**config.mk**
```make
export PLATFORM = sky130hd
export DESIGN_NAME = coll_engine
export DESIGN_NICKNAME = d
export VERILOG_FILES = /design/src/rtl/coll_engine_pkg.sv /design/src/rtl/coll_engine_vblank_sync.sv /design/src/rtl/coll_engine.sv
export SDC_FILE = /design/constraint.sdc
export NUM_CORES = 1
export LEC_CHECK = 0
export CAP_MARGIN = 20
export CORE_MARGIN = 4
export CORE_UTILIZATION = 48
export CTS_BUF_LIST = sky130_fd_sc_hd__clkbuf_4 sky130_fd_sc_hd__clkbuf_8 sky130_fd_sc_hd__clkbuf_16
export CTS_CLUSTER_SIZE = 20
export DETAILED_ROUTE_END_ITERATION = 8
export PLACE_DENSITY = 0.8
export SYNTH_ARGS = -nofsm -noshare
export SYNTH_HDL_FRONTEND = slang
export SYNTH_SLANG_ARGS = --single-unit
export TNS_END_PERCENT = 1
```
**constraint.sdc**
```tcl
create_clock -name clk -period 8.8 [get_ports clk]
set_input_delay 1.76 -clock clk [delete_from_list [all_inputs] [get_ports clk]]
set_output_delay 1.76 -clock clk [all_outputs]
set_load 0.01 [all_outputs]
```
**src/rtl/coll_engine_pkg.sv**
```systemverilog
// Shared definitions for the pong collision engine.
//   - Direction encodings for the ball motion inputs (ball_dir_h / ball_dir_v).
//   - Default table, ball and paddle geometry; coll_engine parameter defaults
//     take their values from here.
//   - FSM state type; the state is also exported on coll_engine.fsm_state.
package coll_engine_pkg;

  // Direction encodings.
  localparam logic DIR_LEFT  = 1'b0;
  localparam logic DIR_RIGHT = 1'b1;
  localparam logic DIR_UP    = 1'b0;
  localparam logic DIR_DOWN  = 1'b1;

  // Geometry defaults.
  localparam int DEF_W           = 11;
  localparam int DEF_SPW         = 4;
  localparam int DEF_TABLE_LEFT  = 16;
  localparam int DEF_TABLE_RIGHT = 624;
  localparam int DEF_TABLE_TOP   = 16;
  localparam int DEF_TABLE_BOT   = 464;
  localparam int DEF_BALL_HSIZE  = 8;
  localparam int DEF_BALL_VSIZE  = 8;
  localparam int DEF_PADDLE_W    = 8;
  localparam int DEF_PADDLE_H    = 64;

  // One evaluation per frame: IDLE -> SAMPLE -> VERT -> HORIZ -> DONE -> IDLE.
  typedef enum logic [2:0] {
    ST_IDLE   = 3'd0,
    ST_SAMPLE = 3'd1,
    ST_VERT   = 3'd2,
    ST_HORIZ  = 3'd3,
    ST_DONE   = 3'd4
  } coll_state_e;

endpackage

```
**src/rtl/coll_engine_vblank_sync.sv**
```systemverilog
// Two-flop synchroniser for an asynchronous level (vblank) with a rising-edge
// pulse.
//   clk   in  1  destination clock
//   rst_n in  1  async active-low reset, clears both flops
//   din   in  1  asynchronous level input
//   rise  out 1  one-clock pulse, sync1 & ~sync2
module coll_engine_vblank_sync (
  input  logic clk,
  input  logic rst_n,
  input  logic din,
  output logic rise
);

  logic sync1;
  logic sync2;

  always_ff @(posedge clk or negedge rst_n) begin
    if (!rst_n) begin
      sync1 <= 1'b0;
      sync2 <= 1'b0;
    end else begin
      sync1 <= din;
      sync2 <= sync1;
    end
  end

  assign rise = sync1 & ~sync2;

endmodule

```
**src/rtl/coll_engine.sv**
```systemverilog
// 2-D collision engine for the pong table.
// Once per frame, on the rising edge of vblank, the ball's next position is
// checked against the top/bottom walls, both paddle faces and both goal lines.
// Results are registered and announced by a one-clock result_valid pulse
// four clocks after the synchronised rise (cycle E):
//   E+1 SAMPLE latch inputs, E+2 VERT wall check, E+3 HORIZ paddle/goal
//   check, E+4 DONE outputs valid.
// Ports:
//   clk, rst_n                 pixel clock, async active-low reset
//   vblank                     asynchronous vertical blank level
//   left/right_paddle_pos [W]  top row of each paddle
//   ball_dir_h / ball_dir_v    DIR_LEFT/DIR_RIGHT, DIR_UP/DIR_DOWN
//   ball_h, ball_v [W]         ball top-left corner
//   ball_speed_h/_v [SPW]      pixels per frame per axis
//   coll_paddle_l/_r           ball crosses the left/right paddle face
//   coll_wall_v                ball reaches the top or bottom wall
//   score_l / score_r          ball reaches the right / left goal line
//   hit_offset [W]             ball centre minus hit paddle top, [0,PADDLE_H-1]
//   result_valid               one-clock pulse, outputs above refreshed
//   fsm_state [3]              current FSM state (debug)
// Handshake: result_valid is a pure strobe with no ready; the consumer must
// sample the outputs in that cycle or later, as they hold until the next DONE.
module coll_engine
  import coll_engine_pkg::*;
#(
  parameter int W           = DEF_W,
  parameter int SPW         = DEF_SPW,
  parameter int TABLE_LEFT  = DEF_TABLE_LEFT,
  parameter int TABLE_RIGHT = DEF_TABLE_RIGHT,
  parameter int TABLE_TOP   = DEF_TABLE_TOP,
  parameter int TABLE_BOT   = DEF_TABLE_BOT,
  parameter int BALL_HSIZE  = DEF_BALL_HSIZE,
  parameter int BALL_VSIZE  = DEF_BALL_VSIZE,
  parameter int PADDLE_W    = DEF_PADDLE_W,
  parameter int PADDLE_H    = DEF_PADDLE_H
) (
  input  logic           clk,
  input  logic           rst_n,
  input  logic           vblank,
  input  logic [W-1:0]   left_paddle_pos,
  input  logic [W-1:0]   right_paddle_pos,
  input  logic           ball_dir_h,
  input  logic           ball_dir_v,
  input  logic [W-1:0]   ball_h,
  input  logic [W-1:0]   ball_v,
  input  logic [SPW-1:0] ball_speed_h,
  input  logic [SPW-1:0] ball_speed_v,
  output logic           coll_paddle_l,
  output logic           coll_paddle_r,
  output logic           coll_wall_v,
  output logic           score_l,
  output logic           score_r,
  output logic [W-1:0]   hit_offset,
  output logic           result_valid,
  output logic [2:0]     fsm_state
);

  // All geometry arithmetic is one bit wider than the coordinates so that
  // additions never truncate.
  typedef logic [W:0] cw_t;

  localparam cw_t C_TOP        = cw_t'(TABLE_TOP);
  localparam cw_t C_BOT        = cw_t'(TABLE_BOT);
  localparam cw_t C_LEFT       = cw_t'(TABLE_LEFT);
  localparam cw_t C_RIGHT      = cw_t'(TABLE_RIGHT);
  localparam cw_t C_LEFT_FACE  = cw_t'(TABLE_LEFT + PADDLE_W);
  localparam cw_t C_RIGHT_FACE = cw_t'(TABLE_RIGHT - PADDLE_W);
  localparam cw_t C_BH         = cw_t'(BALL_HSIZE);
  localparam cw_t C_BV         = cw_t'(BALL_VSIZE);
  localparam cw_t C_BV_HALF    = cw_t'(BALL_VSIZE / 2);
  localparam cw_t C_PH         = cw_t'(PADDLE_H);
  localparam cw_t C_PH_MAX     = cw_t'(PADDLE_H - 1);

  // Subtraction whose borrow saturates at zero instead of wrapping.
  function automatic cw_t sat_sub(input cw_t a, input cw_t b);
    return (a >= b) ? (a - b) : '0;
  endfunction

  // --------------------------------------------------------------------------
  // vblank synchroniser
  // --------------------------------------------------------------------------
  logic rise;

  coll_engine_vblank_sync u_vblank_sync (
    .clk   (clk),
    .rst_n (rst_n),
    .din   (vblank),
    .rise  (rise)
  );

  // --------------------------------------------------------------------------
  // FSM
  // --------------------------------------------------------------------------
  coll_state_e state_q;
  coll_state_e state_d;

  always_ff @(posedge clk or negedge rst_n) begin
    if (!rst_n) state_q <= ST_IDLE;
    else        state_q <= state_d;
  end

  // A rise seen in any state other than IDLE is dropped, so a glitchy or
  // early vblank cannot start a second evaluation mid-frame.
  always_comb begin
    state_d = state_q;
    case (state_q)
      ST_IDLE:   if (rise) state_d = ST_SAMPLE;
      ST_SAMPLE: state_d = ST_VERT;
      ST_VERT:   state_d = ST_HORIZ;
      ST_HORIZ:  state_d = ST_DONE;
      ST_DONE:   state_d = ST_IDLE;
      default:   state_d = ST_IDLE;
    endcase
  end

  assign fsm_state = state_q;

  // --------------------------------------------------------------------------
  // Input snapshot (taken in SAMPLE so later stages see a stable frame)
  // --------------------------------------------------------------------------
  logic           dir_h_q;
  logic           dir_v_q;
  logic [W-1:0]   ball_h_q;
  logic [W-1:0]   ball_v_q;
  logic [SPW-1:0] spd_h_q;
  logic [SPW-1:0] spd_v_q;
  logic [W-1:0]   lp_q;
  logic [W-1:0]   rp_q;
  logic           wall_q;

  // --------------------------------------------------------------------------
  // Geometry
  // --------------------------------------------------------------------------
  cw_t  bh;
  cw_t  bv;
  cw_t  sh;
  cw_t  sv;
  cw_t  lp;
  cw_t  rp;
  cw_t  nv;
  cw_t  nh;
  cw_t  pad_top;
  cw_t  off_raw;
  cw_t  off_c;
  logic wall_c;
  logic ovl_l;
  logic ovl_r;
  logic hit_l_c;
  logic hit_r_c;
  logic score_l_c;
  logic score_r_c;

  always_comb begin
    bh = {1'b0, ball_h_q};
    bv = {1'b0, ball_v_q};
    sh = cw_t'(spd_h_q);
    sv = cw_t'(spd_v_q);
    lp = {1'b0, lp_q};
    rp = {1'b0, rp_q};

    // Vertical: next row against the wall the ball is heading for.
    nv     = (dir_v_q == DIR_UP) ? sat_sub(bv, sv) : (bv + sv);
    wall_c = (dir_v_q == DIR_UP) ? (nv <= C_TOP) : ((nv + C_BV) >= C_BOT);

    // Horizontal: next column; overlap uses the current row.
    nh    = (dir_h_q == DIR_LEFT) ? sat_sub(bh, sh) : (bh + sh);
    ovl_l = ((bv + C_BV) > lp) && (bv < (lp + C_PH));
    ovl_r = ((bv + C_BV) > rp) && (bv < (rp + C_PH));

    // A paddle hit needs the ball to start on the table side of the face, so
    // a ball already behind the paddle falls through to the goal line.
    hit_l_c   = (dir_h_q == DIR_LEFT) && (nh <= C_LEFT_FACE) && ovl_l &&
                (bh >= C_LEFT_FACE);
    hit_r_c   = (dir_h_q == DIR_RIGHT) && ((nh + C_BH) >= C_RIGHT_FACE) &&
                ovl_r && ((bh + C_BH) <= C_RIGHT_FACE);
    score_r_c = (dir_h_q == DIR_LEFT) && (nh <= C_LEFT) && !hit_l_c;
    score_l_c = (dir_h_q == DIR_RIGHT) && ((nh + C_BH) >= C_RIGHT) && !hit_r_c;

    // Offset of the ball centre below the hit paddle's top row, clamped.
    pad_top = hit_l_c ? lp : rp;
    off_raw = sat_sub(bv + C_BV_HALF, pad_top);
    off_c   = '0;
    if (hit_l_c || hit_r_c) off_c = (off_raw > C_PH_MAX) ? C_PH_MAX : off_raw;
  end

  // off_c never exceeds PADDLE_H-1, so its extra top bit is always zero.
  logic unused_off_msb;
  assign unused_off_msb = off_c[W];

  // --------------------------------------------------------------------------
  // Pipeline and output registers
  // --------------------------------------------------------------------------
  always_ff @(posedge clk or negedge rst_n) begin
    if (!rst_n) begin
      dir_h_q       <= 1'b0;
      dir_v_q       <= 1'b0;
      ball_h_q      <= '0;
      ball_v_q      <= '0;
      spd_h_q       <= '0;
      spd_v_q       <= '0;
      lp_q          <= '0;
      rp_q          <= '0;
      wall_q        <= 1'b0;
      coll_paddle_l <= 1'b0;
      coll_paddle_r <= 1'b0;
      coll_wall_v   <= 1'b0;
      score_l       <= 1'b0;
      score_r       <= 1'b0;
      hit_offset    <= '0;
      result_valid  <= 1'b0;
    end else begin
      result_valid <= (state_q == ST_HORIZ);

      if (state_q == ST_SAMPLE) begin
        dir_h_q  <= ball_dir_h;
        dir_v_q  <= ball_dir_v;
        ball_h_q <= ball_h;
        ball_v_q <= ball_v;
        spd_h_q  <= ball_speed_h;
        spd_v_q  <= ball_speed_v;
        lp_q     <= left_paddle_pos;
        rp_q     <= right_paddle_pos;
      end

      if (state_q == ST_VERT) wall_q <= wall_c;

      // All results update together on entry to DONE.
      if (state_q == ST_HORIZ) begin
        coll_wall_v   <= wall_q;
        coll_paddle_l <= hit_l_c;
        coll_paddle_r <= hit_r_c;
        score_l       <= score_l_c;
        score_r       <= score_r_c;
        hit_offset    <= off_c[W-1:0];
      end
    end
  end

endmodule

```
# Yosys cells after proc, flatten, opt, wreduce, memory -nomap -nowiden
# Index checks and enable logic that the tools add are counted.
[totals]
ff_bits = 77
latchBits = 0
mem_bits_rw = 0
romBits = 0
in_bits = 57
output_inout_bits = 20
word_cells = 81
mem_count = 0
[op_classes]
addsub = 12
multipliers = 0
n_div = 0
magnitude_cmp = 16
eq_ne = 4
shifts = 0
n_mux = 11
bitwise_logic = 3
n_reduce_logical = 16
[op_table]
columns = ["op", "n"]
rows = [
  ["$mux 12", 5],
  ["$le 12x5->1 const B", 3],
  ["$mux 11", 3],
  ["$add 11x4->12", 2],
  ["$add 11x4->12 const B", 2],
  ["$add 11x7->12 const B", 2],
  ["$add 12x4->12 const B", 2],
  ["$ge 12x10->1 const B", 2],
  ["$gt 12x11->1", 2],
  ["$lt 11x12->1", 2],
  ["$sub 11x4->12", 2],
  ["$ge 11x4->1", 2],
  ["$add 11x3->12 const B", 1],
  ["$ge 12x11->1", 1],
  ["$ge 12x9->1 const B", 1],
  ["$gt 12x6->1 const B", 1],
  ["$le 12x10->1 const B", 1],
  ["$logic_and 1x1->1", 12],
  ["$pmux 3 s4", 1],
  ["$sub 12x11->12", 1],
  ["$ge 11x5->1 const B", 1],
  ["$eq 3x2->1 const B", 2],
  ["$eq 3x1->1 const B", 1],
  ["$logic_not 3->1", 1],
  ["other kinds (7)", 9],
]

# Longest topological paths before layout
[depth]
word_depth = 13
mapped_depth = 26
ltp_nobuf = 25

# Cells and area by module
# A second synthesis with hierarchy kept.
[unflattened]
cells_unflattened = 846
area_unflattened_um2 = 7098.1
[by_module_without_submodules]
columns = ["module", "instances", "cells_per_inst", "area_each_um2", "seq_area_each_um2"]
rows = [
  ["coll_engine", 1, 843, 7034.2, 1876.8],
  ["coll_engine_vblank_sync", 1, 3, 63.8, 50.0],
]

# Worst setup path before layout
# Ideal clock, no wire load.
[synth_timing]
path_kind = "reg2reg"
from = "register ball_h_q[0]"
to = "register hit_offset[2]"
setup_ns = 0.125
arrival_ns = 5.177
t_required_ns = 8.675
path_slack_ns = 3.498
path_stages_with_launch = 25
n_path_buf = 0
synth_period_minus_slack_ns = 5.302
cell_sequence = "dfrtp_1 > inv_1 > ha_1 > fa_1 > and3b_1 > nor2_4 > and3_1 > a211o_2 > nand2b_2 > o221ai_2 > nor4b_4 > mux2_1 > ha_1 > inv_1 > fa_1 > a21oi_1 > o21ai_0 > a2111oi_0 > nor2_1 > mux2i_1 > o2111ai_1 > a211oi_1 > nand3b_1 > nor2_1 > o21ai_1"
[synth_via]
elab_chain_len = 13
elab_cells_between_ends = 25
cone_classes = "5 x add/sub; 7 x order compare; 6 x mux; 7 x reduce/logical"
[synth_rtl]
columns = ["item", "line_no", "text"]
rows = [
  ["start: declaration", "coll_engine.sv:123", "logic [W-1:0] ball_h_q;"],
  ["start signal: assignment", "coll_engine.sv:217", "ball_h_q <= ball_h;"],
  ["$sub 11x4->12 / $ge 11x4->1 (equally long branches)", "coll_engine.sv:76", "return (a >= b) ? (a - b) : '0;"],
  ["$mux 12", "coll_engine.sv:76", ""],
  ["$mux 12", "coll_engine.sv:166", "nh = (dir_h_q == DIR_LEFT) ? sat_sub(bh, sh) : (bh + sh);"],
  ["$le 12x5->1", "coll_engine.sv:172", "hit_l_c = (dir_h_q == DIR_LEFT) && (nh <= C_LEFT_FACE) && ovl_l &&"],
  ["$logic_and 1x1->1 (3 in series)", "coll_engine.sv:172", ""],
  ["$mux 11", "coll_engine.sv:180", "pad_top = hit_l_c ? lp : rp;"],
  ["$sub 12x11->12 / $ge 12x11->1 (equally long branches)", "coll_engine.sv:76", ""],
  ["$mux 12", "coll_engine.sv:76", ""],
  ["$gt 12x6->1", "coll_engine.sv:183", "if (hit_l_c || hit_r_c) off_c = (off_raw > C_PH_MAX) ? C_PH_MAX : off_raw;"],
  ["$mux 11", "coll_engine.sv:183", ""],
  ["$mux 11 (*)", "coll_engine.sv:183", ""],
  ["end signal: assignment", "coll_engine.sv:234", "hit_offset <= off_c[W-1:0];"],
  ["end: declaration", "coll_engine.sv:53", "output logic [W-1:0] hit_offset,"],
]
# Mark *: on every way between the ends. The rest lies on a longest branch, timed or not.
# A chain may end at the register's enable or synchronous reset.

# Worst setup path in the final report
[layout_timing]
from = "register ball_h_q[0]"
to = "register hit_offset[1]"
# The elaborated chain is that of the path after synthesis.

==> results.txt <==
Cts repair resizes: 0
Period minus WS final: 6.06 ns
Post-Syn Nets: 993
Period utilization: 68.9%
Vias in the first global route: 6139
Final wirelength: 18600 microns
DRT antenna net count: 0
Worst-path clk slew: 0.06 ns
Die W: 130 microns
Root Driver: clkbuf_16
Setup crit start kind: flop
Mean Syn Cell Area: 8.37 sq um
Ys flop type: dfrtp_1
Congestion Overflow GR: 0
Nets: 1041
First-pass GRT wire length: 30400 microns
Final Hold Fails: 0
Area growth from synthesis to layout: 16.2%
Top post-synthesis cells by area: dfrtp_1, ha_1, o21ai_0
Initial DRC Count: 551
Crit path max fanout: 24
Synthesized area: 0.00715 sq mm
Share of the synthesized area in the top cell type: 26.9%
Mean number of vias per cell: 6.00
Synthesis Warnings: 0
Final Skew: 0.00619 ns
Clock sink total: 77
RSZ-0062 raised after global routing: false
Hold-fix buffers at CTS: 0
Die Ht: 130 microns
Area of the core: 0.0146 sq mm
CTS Buffer Depth: 2
Post-CTS setup buffer count: 0
H-Tree Depth: 3
Crit path arrival time: 6.29 ns
Fmax: 0.165 GHz
Initial antenna violation count: 0
Async set-reset flop share out of synthesis: 100%
Max-Cap Viols: 0
Critical path endpoint category: flop
Final slew viol count: 0
Slew HR: 40.3%
Initial core utilization: 49.0%
# IOs: 77
Proportion of layout cells with a drive suffix above 1: 8.61%
DPL Wire Length: 14100 microns
Cell accounting for the most synthesized area: dfrtp_1
GP Congestion: 1.01
Number of synthesized flops with an enable pin: 0
First drt pass iteration count: 5
Seq/Total Area, Yosys: 26.9%
DR DRC count: 0
Total vias in the final route: 6539
Final setup fails: 0
Largest net degree at the start of global routing: 96
Post-synth cell types: 98
Kind of critical path: reg -> reg
Worst Max-Slew Pin Slew: 0.896 ns
CTS tree: done
Worst hold path type: reg -> reg
# rows: 44
Wire length per cell: 17.1 microns
Worst-skew pair later-pin latency: 0.36 ns
Synthesis-stage register bit count: 77
Required time of the critical path: 9.03 ns
Mapped Cells: 854
ANT cells: 0
Total global routing track utilization: 22.6%
Status: complete, no violations
Die area: 0.0169 sq mm
Port bufs: 76
Inserted Clock Buffers: 9
Setup_tns: 0 ns
==> cells in the final DEF, fill, tap and decap left out, drive strengths merged, types with 14 or more instances in the layout <==
| cell | count |
|---|---|
| o21a | 14 |
| mux2 | 15 |
| nand2 | 97 |
| dfrtp | 77 |
| ha | 77 |
| o21ai | 94 |
| nand3 | 30 |
| a21oi | 49 |
| xnor2 | 25 |
| nor2b | 15 |
| clkdlybuf4s50 | 75 |
| inv | 67 |
| nor2 | 45 |
| nor3 | 20 |
==> cell type report <==
type | instances | area, sq um
Fill cell | 1317 | 6280
Multi-Input combinational cell | 667 | 4760
Sequential cell | 77 | 1930
Timing Repair Buffer | 79 | 801
Inverter | 68 | 256
Tap cell | 184 | 230
Clock buffer | 9 | 225
Clock inverter | 6 | 113
==> critical path, cell delays in order (launching register included) <==
cell and delay, ns:
dfrtp_1 0.37, inv_1 0.07, ha_1 0.24, fa_1 0.46
and3b_1 0.32, nor2_4 0.09, and3_1 0.18, a211o_2 0.36
nand2b_2 0.12, o221ai_2 0.13, nor4b_4 0.28, buf_4 0.34
mux2_1 0.19, ha_1 0.16, inv_1 0.06, fa_1 0.42
a21oi_1 0.21, o21ai_0 0.14, a2111oi_0 0.61, nor2_1 0.16
mux2i_1 0.18, o2111ai_1 0.13, a211oi_1 0.24, nand3b_1 0.21
nor2_1 0.17, o21ai_1 0.08
==> worst paths after layout <==
kind                                             to  cells after the start                start  slack, ns
worst max-delay path                  hit_offset[1]                     25          ball_h_q[0]       2.74
worst min-delay path            u_vblank_sync.sync2                      0  u_vblank_sync.sync1       0.38
worst max register to register        hit_offset[1]                     25          ball_h_q[0]       2.74
worst min register to register  u_vblank_sync.sync2                      0  u_vblank_sync.sync1       0.38
max in group asynchronous               ball_h_q[9]                      2                rst_n       7.02
min in group asynchronous            hit_offset[10]                      1                rst_n       1.22
==> registers in the layout (all words and copies together) (netlist names), 3 cells and up <==
name / count
ball_h_q: 11
ball_v_q: 11
fsm_state: 3
hit_offset: 11
lp_q: 11
rp_q: 11
spd_h_q: 4
spd_v_q: 4
==> through the flow <==
| step | util [%] | setup WS, ns | cells | instance area [sq um] | hold WS (ns) |
|---|---|---|---|---|---|
| after floorplan | - | 3.50 | 854 | 7150 | 0.354 |
| after global placement | 54.5 | 3.12 | 1074 | 7940 | 0.362 |
| after detailed placement | 54.5 | 2.84 | 1074 | 7940 | 0.377 |
| after CTS | 56.8 | 2.80 | 1089 | 8280 | 0.382 |
| after global routing | 57.0 | 2.41 | 1090 | 8310 | 0.389 |
| final | 57.0 | 2.74 | 1090 | 8310 | 0.381 |
==> routing by layer <==
metal / up-vias / track usage (%) / wire, microns
met5: - / 0 / 0
met4: 0 / 9.90 / 513
met3: 41 / 4.83 / 1490
met2: 264 / 33.6 / 8090
met1: 3076 / 31.6 / 8520
li1: 3158 / - / -
==> Yosys cell counts (9+ instances only) <==
| master | count |
|---|---|
| nand2_1 | 95 |
| dfrtp_1 | 77 |
| ha_1 | 77 |
| o21ai_0 | 77 |
| inv_1 | 66 |
| nor2_1 | 44 |
| a21oi_1 | 38 |
| nand3_1 | 30 |
| xnor2_1 | 25 |
| clkbuf_1 | 20 |
| nor3_1 | 19 |
| mux2_2 | 14 |
| nor2b_1 | 14 |
| o21a_1 | 14 |
| nand4_1 | 13 |
| o21ai_1 | 13 |
| buf_2 | 11 |
| xor2_1 | 11 |
| a21oi_2 | 10 |
| or3_1 | 9 |
==> cells by family after synthesis <==
logic type	after synthesis	share of synthesized area, %
AOI/OAI and AO/OA	244	23.5
and+or+nand+nor	286	20.7
xor gates and xnor gates	36	4.41
adders and majority gates	82	14.9
buffers and inverters	110	6.61
muxes	19	2.92
DFF	77	26.9
Power is left out: the tool's default activity adds up to more than one toggle a clock period on the data nets, which glitch-free logic cannot reach.
